File: src/rtl/uart_rx_if.sv
// Bus-side handshake bundle for the UART receiver.
// Optional frame_err member when UART_RX_FRAME_ERR_EN is defined.
interface uart_rx_if;
    logic       go;
    logic [7:0] data;
    logic       dr;
`ifdef UART_RX_FRAME_ERR_EN
    logic       frame_err;

    modport master (output go, input data, input dr, input frame_err);
    modport slave  (input go, output data, output dr, output frame_err);
`else
    modport master (output go, input data, input dr);
    modport slave  (input go, output data, output dr);
`endif
endinterface

File: src/rtl/uart_rx.sv
// 8N1 UART receiver, mid-bit sampling, go/dr handshake to the bus side.
// Define UART_RX_FRAME_ERR_EN to add the frame_err flag (bad stop bit).
module uart_rx #(
    parameter int CLK_FREQ  = 66_000_000,
    parameter int BAUD_RATE = 9600
) (
    input  logic      clk,
    input  logic      rst,
    input  logic      rx,
    uart_rx_if.slave  bus
);

    localparam int BIT_TIME = CLK_FREQ / BAUD_RATE;
    localparam int CW = (BIT_TIME > 2) ? $clog2(BIT_TIME) : 1;
    localparam logic [CW-1:0] HALF = CW'(BIT_TIME / 2 - 1);
    localparam logic [CW-1:0] FULL = CW'(BIT_TIME - 1);

    typedef enum logic [2:0] {
        IDLE,
        START_BIT,
        DATA_BITS,
        STOP_BIT,
        WAIT_GO_LOW
    } state_t;

    state_t        state_q;
    logic [1:0]    sync_q;
    logic [CW-1:0] cnt_q;
    logic [3:0]    bit_q;
    logic [7:0]    data_q;
    logic          dr_q;
    logic          rx_s;
`ifdef UART_RX_FRAME_ERR_EN
    logic          ferr_q;
`endif

    assign rx_s = sync_q[1];

    // Input synchronizer plus receive FSM; all outputs registered.
    always_ff @(negedge clk) begin
        if (rst) begin
            state_q <= IDLE;
            sync_q  <= 2'b11;
            cnt_q   <= '0;
            bit_q   <= '0;
            data_q  <= '0;
            dr_q    <= 1'b0;
`ifdef UART_RX_FRAME_ERR_EN
            ferr_q  <= 1'b0;
`endif
        end else begin
            sync_q <= {sync_q[0], rx};
            case (state_q)
                IDLE: begin
                    dr_q <= 1'b0;
                    if (bus.go && !rx_s) begin
                        cnt_q   <= HALF;
                        state_q <= START_BIT;
                    end
                end
                START_BIT: begin
                    if (!bus.go) begin
                        state_q <= IDLE;
                    end else if (cnt_q == '0) begin
                        if (rx_s) begin
                            state_q <= IDLE;
                        end else begin
                            cnt_q   <= FULL;
                            bit_q   <= '0;
                            state_q <= DATA_BITS;
                        end
                    end else begin
                        cnt_q <= cnt_q - CW'(1);
                    end
                end
                DATA_BITS: begin
                    if (!bus.go) begin
                        state_q <= IDLE;
                    end else if (cnt_q == '0) begin
                        data_q[bit_q[2:0]] <= rx_s;
                        cnt_q <= FULL;
                        if (bit_q == 4'd7) begin
                            bit_q   <= '0;
                            state_q <= STOP_BIT;
                        end else begin
                            bit_q <= bit_q + 4'd1;
                        end
                    end else begin
                        cnt_q <= cnt_q - CW'(1);
                    end
                end
                STOP_BIT: begin
                    if (!bus.go) begin
                        state_q <= IDLE;
                    end else if (cnt_q == '0) begin
                        dr_q    <= 1'b1;
`ifdef UART_RX_FRAME_ERR_EN
                        ferr_q  <= ~rx_s;
`endif
                        state_q <= WAIT_GO_LOW;
                    end else begin
                        cnt_q <= cnt_q - CW'(1);
                    end
                end
                WAIT_GO_LOW: begin
                    if (!bus.go) begin
                        dr_q    <= 1'b0;
`ifdef UART_RX_FRAME_ERR_EN
                        ferr_q  <= 1'b0;
`endif
                        state_q <= IDLE;
                    end
                end
                default: state_q <= IDLE;
            endcase
        end
    end

    assign bus.data = data_q;
    assign bus.dr   = dr_q;
`ifdef UART_RX_FRAME_ERR_EN
    assign bus.frame_err = ferr_q;
`endif

endmodule

File: src/flat_wrapper.sv
// flat-port wrapper written by rule: the top's interface ports become plain ports
module uart_rx_flat 
#(
    parameter int CLK_FREQ  = 66_000_000,
    parameter int BAUD_RATE = 9600
)
  (clk, rst, rx, bus_go, bus_data, bus_dr);
  uart_rx_if bus_i ();
  input  logic clk;
  input  logic rst;
  input  logic rx;
  input wire logic [$bits(bus_i.go)-1:0] bus_go;
  output wire logic [$bits(bus_i.data)-1:0] bus_data;
  output wire logic [$bits(bus_i.dr)-1:0] bus_dr;
  assign bus_i.go = bus_go;
  assign bus_data = bus_i.data;
  assign bus_dr = bus_i.dr;
  uart_rx #(.CLK_FREQ(CLK_FREQ), .BAUD_RATE(BAUD_RATE)) u_core (.clk(clk), .rst(rst), .rx(rx), .bus(bus_i));
endmodule
File: config.mk
export PLATFORM = sky130hd
export DESIGN_NAME = uart_rx_flat
export DESIGN_NICKNAME = d
export VERILOG_FILES = /design/src/rtl/uart_rx_if.sv /design/src/rtl/uart_rx.sv /design/src/flat_wrapper.sv
export SDC_FILE = /design/constraint.sdc
export NUM_CORES = 1
export LEC_CHECK = 0
export BUFFER_PORTS_ARGS = -buffer_cell sky130_fd_sc_hd__clkbuf_2
export CAP_MARGIN = 20
export CORE_UTILIZATION = 60
export DETAILED_ROUTE_END_ITERATION = 10
export PLACE_DENSITY = 0.8
export SLEW_MARGIN = 20
export SYNTH_ARGS = -nofsm -noshare
export SYNTH_HDL_FRONTEND = slang
export SYNTH_SLANG_ARGS = --single-unit
File: constraint.sdc
create_clock -name clk -period 4.4 [get_ports clk]
set_input_delay 0.22 -clock clk [delete_from_list [all_inputs] [get_ports clk]]
set_output_delay 0.22 -clock clk [all_outputs]
set_load 0.02 [all_outputs]
==> impl_metrics.prom, run 1 <==
# TYPE chip_impl_metric gauge
chip_impl_metric{name="layout.cells.non_filler",unit=""} 292
chip_impl_info{name="worst_hold_path_type",value="flip-flop to flip-flop"} 1
chip_impl_info{name="endpoint_kind",value="flip-flop"} 1
chip_impl_info{name="yosysTopAreaCell",value="dfxtp_1"} 1
chip_impl_info{name="crit_path_top_delay_cell",value="or4_4"} 1
chip_impl_metric{name="drtAntennaViolNets",unit=""} 0
chip_impl_info{name="mostFrequentLayoutCell",value="inv_1"} 1
chip_impl_metric{name="post_synth.cell_area_avg",unit="um^2"} 7.83
chip_impl_metric{name="chipHeight",unit="um"} 56.1
chip_impl_metric{name="critical_path.max_fanout",unit=""} 10
chip_impl_metric{name="cts_hold_buf",unit=""} 0
chip_impl_metric{name="insertion_delay",unit="ps"} 410
chip_impl_metric{name="gpl.final_weighted_congestion",unit=""} 0.827
chip_impl_metric{name="ffs_latches_synth",unit=""} 31
chip_impl_metric{name="detail_route.vias_per_cell",unit=""} 6.11
chip_impl_metric{name="antenna_violations_before_repair",unit=""} 0
chip_impl_metric{name="number_of_global_route_vias_before_repair",unit=""} 1758
chip_impl_metric{name="cts_num_sinks",unit=""} 31
chip_impl_metric{name="synth_area",unit="um^2"} 1750
chip_impl_metric{name="cts.path.max_buffers",unit=""} 2
chip_impl_metric{name="netlist_cell_types",unit=""} 41
chip_impl_info{name="status",value="finished clean"} 1
chip_impl_metric{name="detailedRoute.firstPassIterationCount",unit=""} 5
chip_impl_info{name="critical_path.startpoint",value="bus_go"} 1
chip_impl_info{name="crit_chain",value="clkbuf_2 > nor2b_1 > o21ai_0 > or4_4 > or4_1 > a21oi_1"} 1
chip_impl_metric{name="h-tree-depth",unit=""} 2
chip_impl_info{name="start_kind",value="input pin"} 1
chip_impl_metric{name="antenna_cells",unit=""} 0
chip_impl_metric{name="cts.repair_timing.setup_buffer_count",unit=""} 0
chip_impl_info{name="reg2reg_from",value="u_core.cnt_q[0]"} 1
chip_impl_metric{name="grt_util_all_layers",unit="%"} 28.4
chip_impl_metric{name="postSynthNetCount",unit=""} 231
chip_impl_metric{name="required_time_of_the_critical_path",unit="ps"} 2530
chip_impl_metric{name="die-width",unit="um"} 56.1
chip_impl_metric{name="worstMarginPinSlew",unit="ps"} 972
chip_impl_info{name="crit_family",value="simple AND/OR/NAND/NOR gates"} 1
chip_impl_info{name="grt_setup_unrepaired",value="false"} 1
chip_impl_info{name="critical_path.reg2reg.endpoint",value="u_core.cnt_q[3]"} 1
chip_impl_metric{name="place_inst",unit=""} 254
chip_impl_metric{name="worst_setup_hold_path_clk_slew",unit="ps"} 50
chip_impl_metric{name="grt_start_max_net_pins",unit=""} 22
chip_impl_info{name="tritoncts_clock_tree",value="built"} 1
chip_impl_metric{name="core_region_area",unit="um^2"} 2760
chip_impl_info{name="worst-setup-path-type",value="input pin to flip-flop"} 1
chip_impl_metric{name="maxCapViolations",unit=""} 0
chip_impl_metric{name="postLayoutCellArea",unit="um^2"} 1960
chip_impl_metric{name="area_delta_synth_final",unit="%"} 12.0
chip_impl_metric{name="cts_resized",unit=""} 0
chip_impl_info{name="netlist_top_cells_area",value="dfxtp_1 (35%), nand2_1 (5.3%), mux2i_1 (5.1%)"} 1
chip_impl_metric{name="dr_total_vias",unit=""} 1784
chip_impl_metric{name="ir_worst_vdd",unit="mV"} 0.320
chip_impl_metric{name="placement.io_buffers",unit=""} 12
chip_impl_metric{name="final-max-slew-violation-count",unit=""} 0
chip_impl_metric{name="power_per_standard_cell_area",unit="nW/um^2"} 375
chip_impl_metric{name="synthesis.instances",unit=""} 224
chip_impl_metric{name="netlist.area_leader.share",unit="%"} 35.4
chip_impl_info{name="most-common-layout-cells",value="inv_1 (41), dfxtp_1 (31), nand2_1 (25)"} 1
chip_impl_metric{name="synth_warnings",unit=""} 0
chip_impl_metric{name="detailedRoute.firstIterationViolations",unit=""} 79
chip_impl_metric{name="cpPeakStageDelay",unit="ps"} 500
chip_impl_metric{name="numCtsBuffers",unit=""} 5
chip_impl_metric{name="design.die.area",unit="um^2"} 3140
chip_impl_metric{name="grt_pass1_wl",unit="um"} 7130
chip_impl_metric{name="final_net_count",unit=""} 267
chip_impl_metric{name="avgRoutedWirePerCell",unit="um"} 14.0
chip_impl_metric{name="n_fill_cell",unit=""} 225
chip_impl_metric{name="hold_violations",unit=""} 0
chip_impl_metric{name="pin_count",unit=""} 13
chip_impl_metric{name="fin_setup_tns",unit="ps"} 0
chip_impl_metric{name="timing.critical_path.depth",unit=""} 6
chip_impl_metric{name="total_power",unit="W"} 0.000736
chip_impl_info{name="clock_tree.root_cell",value="clkbuf_4"} 1
chip_impl_metric{name="power_leakage",unit="nW"} 0.892
chip_impl_metric{name="reg2reg_depth",unit=""} 7
chip_impl_metric{name="clock-skew-final",unit="ps"} 30.3
chip_impl_metric{name="timing.reg2reg.setup_slack",unit="ps"} 1510
chip_impl_metric{name="report.final.setup_viol",unit=""} 0
chip_impl_metric{name="timing.critical_path.buf_inv",unit=""} 1
chip_impl_info{name="critical_path.endpoint",value="u_core.bit_q[0]"} 1
chip_impl_metric{name="place_hpwl",unit="um"} 2700
chip_impl_metric{name="critPathArrivalTime",unit="ps"} 1950
chip_impl_metric{name="place_area",unit="um^2"} 1800
chip_impl_metric{name="wirelength",unit="um"} 4100
chip_impl_metric{name="start_util",unit="%"} 63.6
chip_impl_metric{name="max-slew-margin-rel",unit="%"} 34.6
chip_impl_metric{name="rows",unit=""} 19
chip_impl_metric{name="overflow",unit=""} 0
chip_impl_metric{name="final_util",unit="%"} 71.2
chip_impl_metric{name="drive_gt1_share",unit="%"} 12.3
chip_impl_metric{name="yosysSeqAreaShare",unit="%"} 35.4
chip_impl_metric{name="remaining_drc_errors",unit=""} 0
-- worst register-to-register path, stage by stage, from the launching register on --
cell	delay, ps
dfxtp_1	340
inv_1	100
ha_1	170
or4b_1	520
or2_2	380
nor4_1	850
o31ai_1	200
a211oi_1	250
-- synth_stat cells --
master / number
nor4b_1: 1
o41ai_1: 1
and3b_1: 1
or4_1: 3
nand2b_1: 6
o211ai_1: 1
or3_1: 2
nor3b_1: 1
a31oi_1: 7
clkbuf_1: 12
buf_6: 2
o32ai_1: 1
xnor2_1: 3
a2111o_1: 1
a2bb2oi_1: 1
mux2i_1: 9
inv_1: 11
or4_4: 2
nor4_1: 6
ha_1: 3
nor2_1: 14
o31ai_1: 5
buf_2: 1
dfxtp_1: 31
a21o_1: 1
nor2b_1: 5
o21a_1: 4
o21ai_0: 13
nand2_1: 25
or3b_2: 1
nand3_1: 8
and3_1: 1
or2_2: 4
o221a_2: 2
o311ai_0: 1
nor3_1: 12
a211oi_1: 3
a2111oi_0: 1
or4b_1: 1
a21oi_1: 16
a31o_2: 1
-- per-layer routing --
metal | track usage, % | up-vias | wire (um)
met5 | 0 | - | 0
met4 | 20.6 | 0 | 78
met3 | 9.07 | 12 | 203
met2 | 46.8 | 60 | 2080
met1 | 30.3 | 831 | 1740
li1 | - | 881 | -
-- power by group --
group	switching, W	internal (W)	total, W
combinational	0.0000976	0.0000534	0.000151
sequential	0.0000144	0.000294	0.000308
clock	0.000181	0.0000966	0.000277
-- stage by stage --
stage               hold slack (ps)  setup slack (ps)
floorplan                       389               429
detailed placement              404               209
CTS                             417               629
global placement                401               265
finish                          413               584
global route                    456               526
-- logic make-up after synthesis --
family                     Yosys count  synth area share [%]
AOI/OAI and AO/OA                   59                  21.7
xor gates and xnor gates             3                  1.50
adders and majority gates            3                  2.14
buffers and inverters               26                  6.49
DFF                                 31                  35.4
muxes                                9                  5.14
and+or+nand+nor                     93                  27.7
-- flip-flops by register name, indices dropped and copies added, names as in the netlist --
register	flops
u_core.bus.dr	1
u_core.bus.data	8
u_core.state_q	3
u_core.cnt_q	13
u_core.sync_q	2
u_core.bit_q	4
-- final cells by class --
class                           count  area (um^2)  share of cell area, %
Multi-Input combinational cell    167         1020                   51.9
Sequential cell                    31          621                   31.6
Clock inverter                     34          135                   6.88
Timing Repair Buffer               14         75.1                   3.82
Tap cell                           31         38.8                   1.97
Clock buffer                        5         37.5                   1.91
Inverter                           10         37.5                   1.91
-- worst min path at each step --
stage | depth (start not counted) | endpoint | from | slack, ps
6_report | 1 | u_core.sync_q[1] | u_core.sync_q[0] | 410
5_1_grt | 1 | u_core.sync_q[1] | u_core.sync_q[0] | 460
4_1_cts | 1 | u_core.sync_q[1] | u_core.sync_q[0] | 420
3_5_place_dp | 1 | u_core.sync_q[1] | u_core.sync_q[0] | 400
3_3_place_gp | 1 | u_core.sync_q[1] | u_core.sync_q[0] | 400
2_1_floorplan | 1 | u_core.sync_q[1] | u_core.sync_q[0] | 390
Power figures use the tool's default switching activity.
==> run 2, diff against run 1 <==
--- a/config.mk
+++ b/config.mk
@@ -9,6 +9,7 @@
 export CAP_MARGIN = 20
 export CORE_UTILIZATION = 60
 export DETAILED_ROUTE_END_ITERATION = 10
+export GPL_TIMING_DRIVEN = 0
 export PLACE_DENSITY = 0.8
 export SLEW_MARGIN = 20
 export SYNTH_ARGS = -nofsm -noshare
==> run 2 against run 1 <==
Compared with the run above: non-clock buffer count grew 13; cell count grew 4.5%; wire length grew 6.4%; sequential share of layout area shrank 1.2 points; utilization grew 2.9 points; sequential cell count is the same; global-route usage grew 0.89 points; sequential power shrank 1%; register-to-register slack lost 240 ps; final area grew 4.1%; largest cell class unchanged.
==> impl_metrics.prom, run 2 (synthesis gave the netlist of run 1 again) <==
# TYPE chip_impl_metric gauge
chip_impl_metric{name="pin_count",unit=""} 13
chip_impl_metric{name="placement.io_buffers",unit=""} 12
chip_impl_metric{name="start_util",unit="%"} 63.6
chip_impl_metric{name="n_fill_cell",unit=""} 211
chip_impl_metric{name="antenna_violations_before_repair",unit=""} 0
chip_impl_metric{name="power_per_standard_cell_area",unit="nW/um^2"} 398
chip_impl_info{name="status",value="finished clean"} 1
chip_impl_metric{name="chipHeight",unit="um"} 56.1
chip_impl_metric{name="required_time_of_the_critical_path",unit="ps"} 2530
chip_impl_metric{name="number_of_global_route_vias_before_repair",unit=""} 1761
chip_impl_metric{name="place_area",unit="um^2"} 1850
chip_impl_metric{name="critical_path.max_fanout",unit=""} 10
chip_impl_metric{name="cts.path.max_buffers",unit=""} 2
chip_impl_metric{name="fin_hold_ws",unit="ps"} 404
chip_impl_metric{name="rows",unit=""} 19
chip_impl_metric{name="clock-skew-final",unit="ps"} 20.3
chip_impl_metric{name="final-max-slew-violation-count",unit=""} 0
chip_impl_info{name="worst-setup-path-type",value="input pin to flip-flop"} 1
chip_impl_metric{name="worstMarginPinSlew",unit="ps"} 1140
chip_impl_metric{name="core_region_area",unit="um^2"} 2760
chip_impl_metric{name="multiInputGateArea",unit="um^2"} 1020
chip_impl_metric{name="report.final.setup_viol",unit=""} 0
chip_impl_metric{name="place_inst",unit=""} 267
chip_impl_metric{name="sequential_cell_area",unit="um^2"} 621
chip_impl_metric{name="critPathArrivalTime",unit="ps"} 2000
chip_impl_metric{name="cts.repair_timing.setup_buffer_count",unit=""} 0
chip_impl_metric{name="fin_setup_tns",unit="ps"} 0
chip_impl_metric{name="number_of_flip_flops_under_the_largest_register_name",unit=""} 13
chip_impl_metric{name="remaining_drc_errors",unit=""} 0
chip_impl_info{name="grt_setup_unrepaired",value="false"} 1
chip_impl_info{name="clock_tree.root_cell",value="clkbuf_4"} 1
chip_impl_metric{name="overflow",unit=""} 0
chip_impl_metric{name="place_hpwl",unit="um"} 2930
chip_impl_metric{name="max-slew-margin-rel",unit="%"} 23.3
chip_impl_metric{name="die-width",unit="um"} 56.1
chip_impl_metric{name="worst_setup_hold_path_clk_slew",unit="ps"} 40
chip_impl_metric{name="dr_total_vias",unit=""} 1862
chip_impl_metric{name="grt_pass1_wl",unit="um"} 7180
chip_impl_info{name="endpoint_kind",value="flip-flop"} 1
chip_impl_metric{name="maxCapViolations",unit=""} 0
chip_impl_metric{name="final_net_count",unit=""} 280
chip_impl_info{name="worst_hold_path_type",value="flip-flop to flip-flop"} 1
chip_impl_metric{name="design.die.area",unit="um^2"} 3140
chip_impl_metric{name="avgRoutedWirePerCell",unit="um"} 14.3
chip_impl_metric{name="area_delta_synth_final",unit="%"} 16.5
chip_impl_metric{name="grt_util_all_layers",unit="%"} 29.3
chip_impl_metric{name="cts_hold_buf",unit=""} 0
chip_impl_metric{name="postLayoutCellArea",unit="um^2"} 2040
chip_impl_metric{name="antenna_cells",unit=""} 0
chip_impl_metric{name="h-tree-depth",unit=""} 2
chip_impl_metric{name="cts_num_sinks",unit=""} 31
chip_impl_metric{name="grt_start_max_net_pins",unit=""} 11
chip_impl_metric{name="drtAntennaViolNets",unit=""} 0
chip_impl_metric{name="detailedRoute.firstPassIterationCount",unit=""} 4
chip_impl_metric{name="cts_resized",unit=""} 0
chip_impl_metric{name="layout.cells.non_filler",unit=""} 305
chip_impl_metric{name="ir_worst_vdd",unit="mV"} 0.366
chip_impl_metric{name="insertion_delay",unit="ps"} 410
chip_impl_metric{name="wirelength",unit="um"} 4370
chip_impl_metric{name="hold_violations",unit=""} 0
chip_impl_info{name="mostFrequentLayoutCell",value="inv_1"} 1
chip_impl_metric{name="detailedRoute.firstIterationViolations",unit=""} 115
chip_impl_info{name="biggest_register",value="u_core.cnt_q"} 1
chip_impl_info{name="tritoncts_clock_tree",value="built"} 1
chip_impl_info{name="most-common-layout-cells",value="inv_1 (41), dfxtp_1 (31), nand2_1 (25)"} 1
chip_impl_metric{name="detail_route.vias_per_cell",unit=""} 6.10
chip_impl_metric{name="total_power",unit="W"} 0.000815
chip_impl_metric{name="drive_gt1_share",unit="%"} 12.0
chip_impl_metric{name="power_leakage",unit="nW"} 0.928
chip_impl_metric{name="numCtsBuffers",unit=""} 5
chip_impl_info{name="start_kind",value="input pin"} 1
chip_impl_metric{name="gpl.final_weighted_congestion",unit=""} 0.835
[run 2: power breakdown]
group	switching [W]	total, W	internal (W)
registers	0.0000101	0.000304	0.000294
clock network	0.000180	0.000335	0.000155
logic	0.000113	0.000176	0.0000629
total	0.000303	0.000815	0.000511
[run 2: final cells by class]
class,instances,area share (%)
inverter,10,1.84
tap,31,1.90
buffer,15,3.55
clock buffer,5,1.84
multi-input combinational,167,49.9
timing repair buffer,12,2.94
clock inverter,34,7.71
sequential,31,30.4
[run 2: metrics by stage]
step                utilization [%]  setup WS, ps
global route                   74.1           365
detailed placement             67.2           159
CTS                            74.1           559
global placement               67.2           182
floorplan                         -           429
finish                         74.1           530
[run 2: metal layers]
layer	vias up	share of wire [%]	GRT usage, %
met4	0	2.0	25.4
met5	-	0	0
met2	83	49	45.1
met1	856	41	31.4
li1	910	-	-
met3	13	7.3	10.7
[run 2: final timing paths]
path                                        from               end  slack, ps  depth (start not counted)
worst max register to register   u_core.cnt_q[0]   u_core.cnt_q[3]       1270                          8
worst min-delay path            u_core.sync_q[0]  u_core.sync_q[1]        400                          1
worst min register to register  u_core.sync_q[0]  u_core.sync_q[1]        400                          1
worst max-delay path                      bus_go   u_core.bit_q[0]        530                          7
[run 2: critical path, stage by stage]
cell and delay, ps:
clkbuf_2 140, nor2b_1 300, o21ai_0 140, or4_4 430
buf_6 150, or4_1 460, a21oi_1 150
==> run 3, diff against run 2 <==
--- a/config.mk
+++ b/config.mk
@@ -5,12 +5,13 @@
 export SDC_FILE = /design/constraint.sdc
 export NUM_CORES = 1
 export LEC_CHECK = 0
-export BUFFER_PORTS_ARGS = -buffer_cell sky130_fd_sc_hd__clkbuf_2
 export CAP_MARGIN = 20
 export CORE_UTILIZATION = 60
 export DETAILED_ROUTE_END_ITERATION = 10
+export DONT_BUFFER_PORTS = 1
 export GPL_TIMING_DRIVEN = 0
-export PLACE_DENSITY = 0.8
+export PLACE_DENSITY = 0.76
+export SKIP_LAST_GASP = 1
 export SLEW_MARGIN = 20
 export SYNTH_ARGS = -nofsm -noshare
 export SYNTH_HDL_FRONTEND = slang
==> run 3 against run 2 <==
Compared with the run above: wire length is essentially flat; clock-buffer cell count did not move; non-clock buffer count decreased by 12; register-to-register slack improved by 150 ps; hold slack better by 18 ps; sequential share of layout area up 0.92 points; via count fell by 2.7%; cell count decreased by 3.9%; worst setup slack gained 200 ps; global-route usage up 1.2 points; power down 0.64%.
==> impl_metrics.prom, run 3 (synthesis gave the netlist of run 1 again) <==
# TYPE chip_impl_metric gauge
chip_impl_metric{name="ir_worst_vdd",unit="mV"} 0.358
chip_impl_metric{name="detail_route.vias_per_cell",unit=""} 6.18
chip_impl_metric{name="design.die.area",unit="um^2"} 3140
chip_impl_metric{name="fin_hold_ws",unit="ps"} 423
chip_impl_metric{name="antenna_violations_before_repair",unit=""} 0
chip_impl_info{name="status",value="finished clean"} 1
chip_impl_metric{name="start_util",unit="%"} 63.6
chip_impl_metric{name="clock-skew-final",unit="ps"} 24.0
chip_impl_metric{name="power_leakage",unit="nW"} 0.873
chip_impl_metric{name="detailedRoute.firstIterationViolations",unit=""} 118
chip_impl_metric{name="number_of_global_route_vias_before_repair",unit=""} 1791
chip_impl_metric{name="clkPwrFrac",unit="%"} 41.1
chip_impl_metric{name="cpPeakStageDelay",unit="ps"} 460
chip_impl_metric{name="avgRoutedWirePerCell",unit="um"} 14.9
chip_impl_metric{name="overflow",unit=""} 0
chip_impl_metric{name="place_hpwl",unit="um"} 2920
chip_impl_metric{name="die-width",unit="um"} 56.1
chip_impl_metric{name="grt_start_max_net_pins",unit=""} 11
chip_impl_metric{name="numCtsBuffers",unit=""} 5
chip_impl_metric{name="critPathArrivalTime",unit="ps"} 1790
chip_impl_info{name="clock_tree.root_cell",value="clkbuf_4"} 1
chip_impl_metric{name="antenna_cells",unit=""} 0
chip_impl_metric{name="insertion_delay",unit="ps"} 410
chip_impl_metric{name="gpl.final_weighted_congestion",unit=""} 0.914
chip_impl_metric{name="area_delta_synth_final",unit="%"} 13.1
chip_impl_metric{name="detailedRoute.firstPassIterationCount",unit=""} 4
chip_impl_info{name="worstHoldStart",value="u_core.sync_q[0]"} 1
chip_impl_info{name="critical_path.reg2reg.endpoint",value="u_core.cnt_q[3]"} 1
chip_impl_metric{name="drtAntennaViolNets",unit=""} 0
chip_impl_metric{name="critical_path.max_fanout",unit=""} 10
chip_impl_metric{name="placement.io_buffers",unit=""} 0
chip_impl_metric{name="worstMarginPinSlew",unit="ps"} 1070
chip_impl_metric{name="pwr-share-comb",unit="%"} 21.4
chip_impl_metric{name="h-tree-depth",unit=""} 2
chip_impl_metric{name="cts_num_sinks",unit=""} 31
chip_impl_metric{name="core_region_area",unit="um^2"} 2760
chip_impl_metric{name="worst_setup_hold_path_clk_slew",unit="ps"} 40
chip_impl_info{name="crit_chain",value="nor2b_1 > o21ai_0 > or4_4 > buf_6 > or4_1 > a21oi_1"} 1
chip_impl_metric{name="grt_pass1_wl",unit="um"} 7510
chip_impl_info{name="endpoint_kind",value="flip-flop"} 1
chip_impl_metric{name="wirelength",unit="um"} 4370
chip_impl_metric{name="cts_resized",unit=""} 0
chip_impl_metric{name="drive_gt1_share",unit="%"} 8.02
chip_impl_info{name="tritoncts_clock_tree",value="built"} 1
chip_impl_metric{name="internal_power",unit="W"} 0.000510
chip_impl_info{name="crit_path_top_delay_cell",value="or4_1"} 1
chip_impl_metric{name="remaining_drc_errors",unit=""} 0
chip_impl_metric{name="rows",unit=""} 19
chip_impl_metric{name="maxCapViolations",unit=""} 0
chip_impl_info{name="start_kind",value="input pin"} 1
chip_impl_info{name="hold_path_end",value="u_core.sync_q[1]"} 1
chip_impl_info{name="reg2reg_from",value="u_core.cnt_q[0]"} 1
chip_impl_info{name="worst-setup-path-type",value="input pin to flip-flop"} 1
chip_impl_metric{name="place_inst",unit=""} 255
chip_impl_info{name="mostFrequentLayoutCell",value="inv_1"} 1
chip_impl_metric{name="hold_violations",unit=""} 0
chip_impl_metric{name="required_time_of_the_critical_path",unit="ps"} 2520
chip_impl_info{name="most-common-layout-cells",value="inv_1 (41), dfxtp_1 (31), nand2_1 (25)"} 1
chip_impl_metric{name="cts_hold_buf",unit=""} 0
chip_impl_metric{name="fin_setup_tns",unit="ps"} 0
chip_impl_metric{name="p_seq_share",unit="%"} 37.5
chip_impl_metric{name="chipHeight",unit="um"} 56.1
chip_impl_metric{name="power_per_standard_cell_area",unit="nW/um^2"} 408
chip_impl_metric{name="reg2reg_depth",unit=""} 8
chip_impl_metric{name="report.final.setup_viol",unit=""} 0
chip_impl_info{name="grt_setup_unrepaired",value="false"} 1
chip_impl_metric{name="max-slew-margin-rel",unit="%"} 28.0
chip_impl_metric{name="timing.reg2reg.setup_slack",unit="ps"} 1420
chip_impl_metric{name="number_of_flip_flops_under_the_largest_register_name",unit=""} 13
chip_impl_metric{name="grt_util_all_layers",unit="%"} 30.5
chip_impl_metric{name="cts.path.max_buffers",unit=""} 2
chip_impl_metric{name="dr_total_vias",unit=""} 1812
chip_impl_metric{name="net-switching-power",unit="W"} 0.000299
chip_impl_info{name="worst_hold_path_type",value="flip-flop to flip-flop"} 1
chip_impl_metric{name="cts.repair_timing.setup_buffer_count",unit=""} 0
chip_impl_metric{name="final_net_count",unit=""} 268
chip_impl_metric{name="pin_count",unit=""} 13
chip_impl_metric{name="final-max-slew-violation-count",unit=""} 0
chip_impl_info{name="biggest_register",value="u_core.cnt_q"} 1
chip_impl_metric{name="layout.cells.non_filler",unit=""} 293
chip_impl_metric{name="worst_hold_path.num_cells",unit=""} 1
chip_impl_metric{name="switching_share",unit="%"} 37.0
-- run 3: changes by cell type in the layout (fill, tap and decap cells not counted) --
cell      before  now
clkbuf_2      12    0
-- run 3: final cells by class --
cell class / count / area (um^2)
Multi-Input combinational cell: 167 / 1020
Fill cell: 235 / 773
Sequential cell: 31 / 621
Clock inverter: 34 / 158
Buffer: 15 / 72.6
Tap cell: 31 / 38.8
Clock buffer: 5 / 37.5
Inverter: 10 / 37.5
-- run 3: metal layers --
metal	global-route usage [%]	wire (um)	up-vias
li1	-	-	886
met1	34.8	1880	844
met2	49.1	2120	64
met3	9.30	238	18
met4	19.5	129	0
met5	0	0	-
-- run 3: power groups by stage --
stage	logic, W	registers, W	clock network [W]
4_1_cts	0.000169	0.000303	0.000344
6_report	0.000174	0.000303	0.000332
5_1_grt	0.000191	0.000304	0.000377
3_5_place_dp	0.000168	0.000307	0.0000444
3_3_place_gp	0.000164	0.000307	0.0000444
2_1_floorplan	0.000132	0.000305	0.0000444
-- run 3: critical path: cells and delay by family --
family / cells / cell delay (ps)
buffers and inverters: 1 / 150
AND/OR/NAND/NOR: 3 / 1150
AO/OA/AOI/OAI: 2 / 270
-- run 3: per-stage QoR --
stage | setup WS (ps) | util (%) | cell area [um^2] | power (W)
2_1_floorplan | 429 | - | 1750 | 0.000481
3_3_place_gp | 345 | 65.0 | 1790 | 0.000515
3_5_place_dp | 341 | 65.0 | 1790 | 0.000520
4_1_cts | 749 | 72.0 | 1980 | 0.000815
5_1_grt | 681 | 72.0 | 1980 | 0.000871
6_report | 734 | 72.0 | 1980 | 0.000809
-- run 3: worst max path at each step --
stage | from | to | slack (ps)
final | bus_go | u_core.bit_q[0] | 730
after global routing | bus_go | u_core.bit_q[0] | 680
after CTS | bus_go | u_core.bit_q[0] | 750
after detailed placement | bus_go | u_core.bit_q[0] | 340
after global placement | bus_go | u_core.bit_q[0] | 340
after floorplan | bus_go | u_core.bit_q[0] | 430
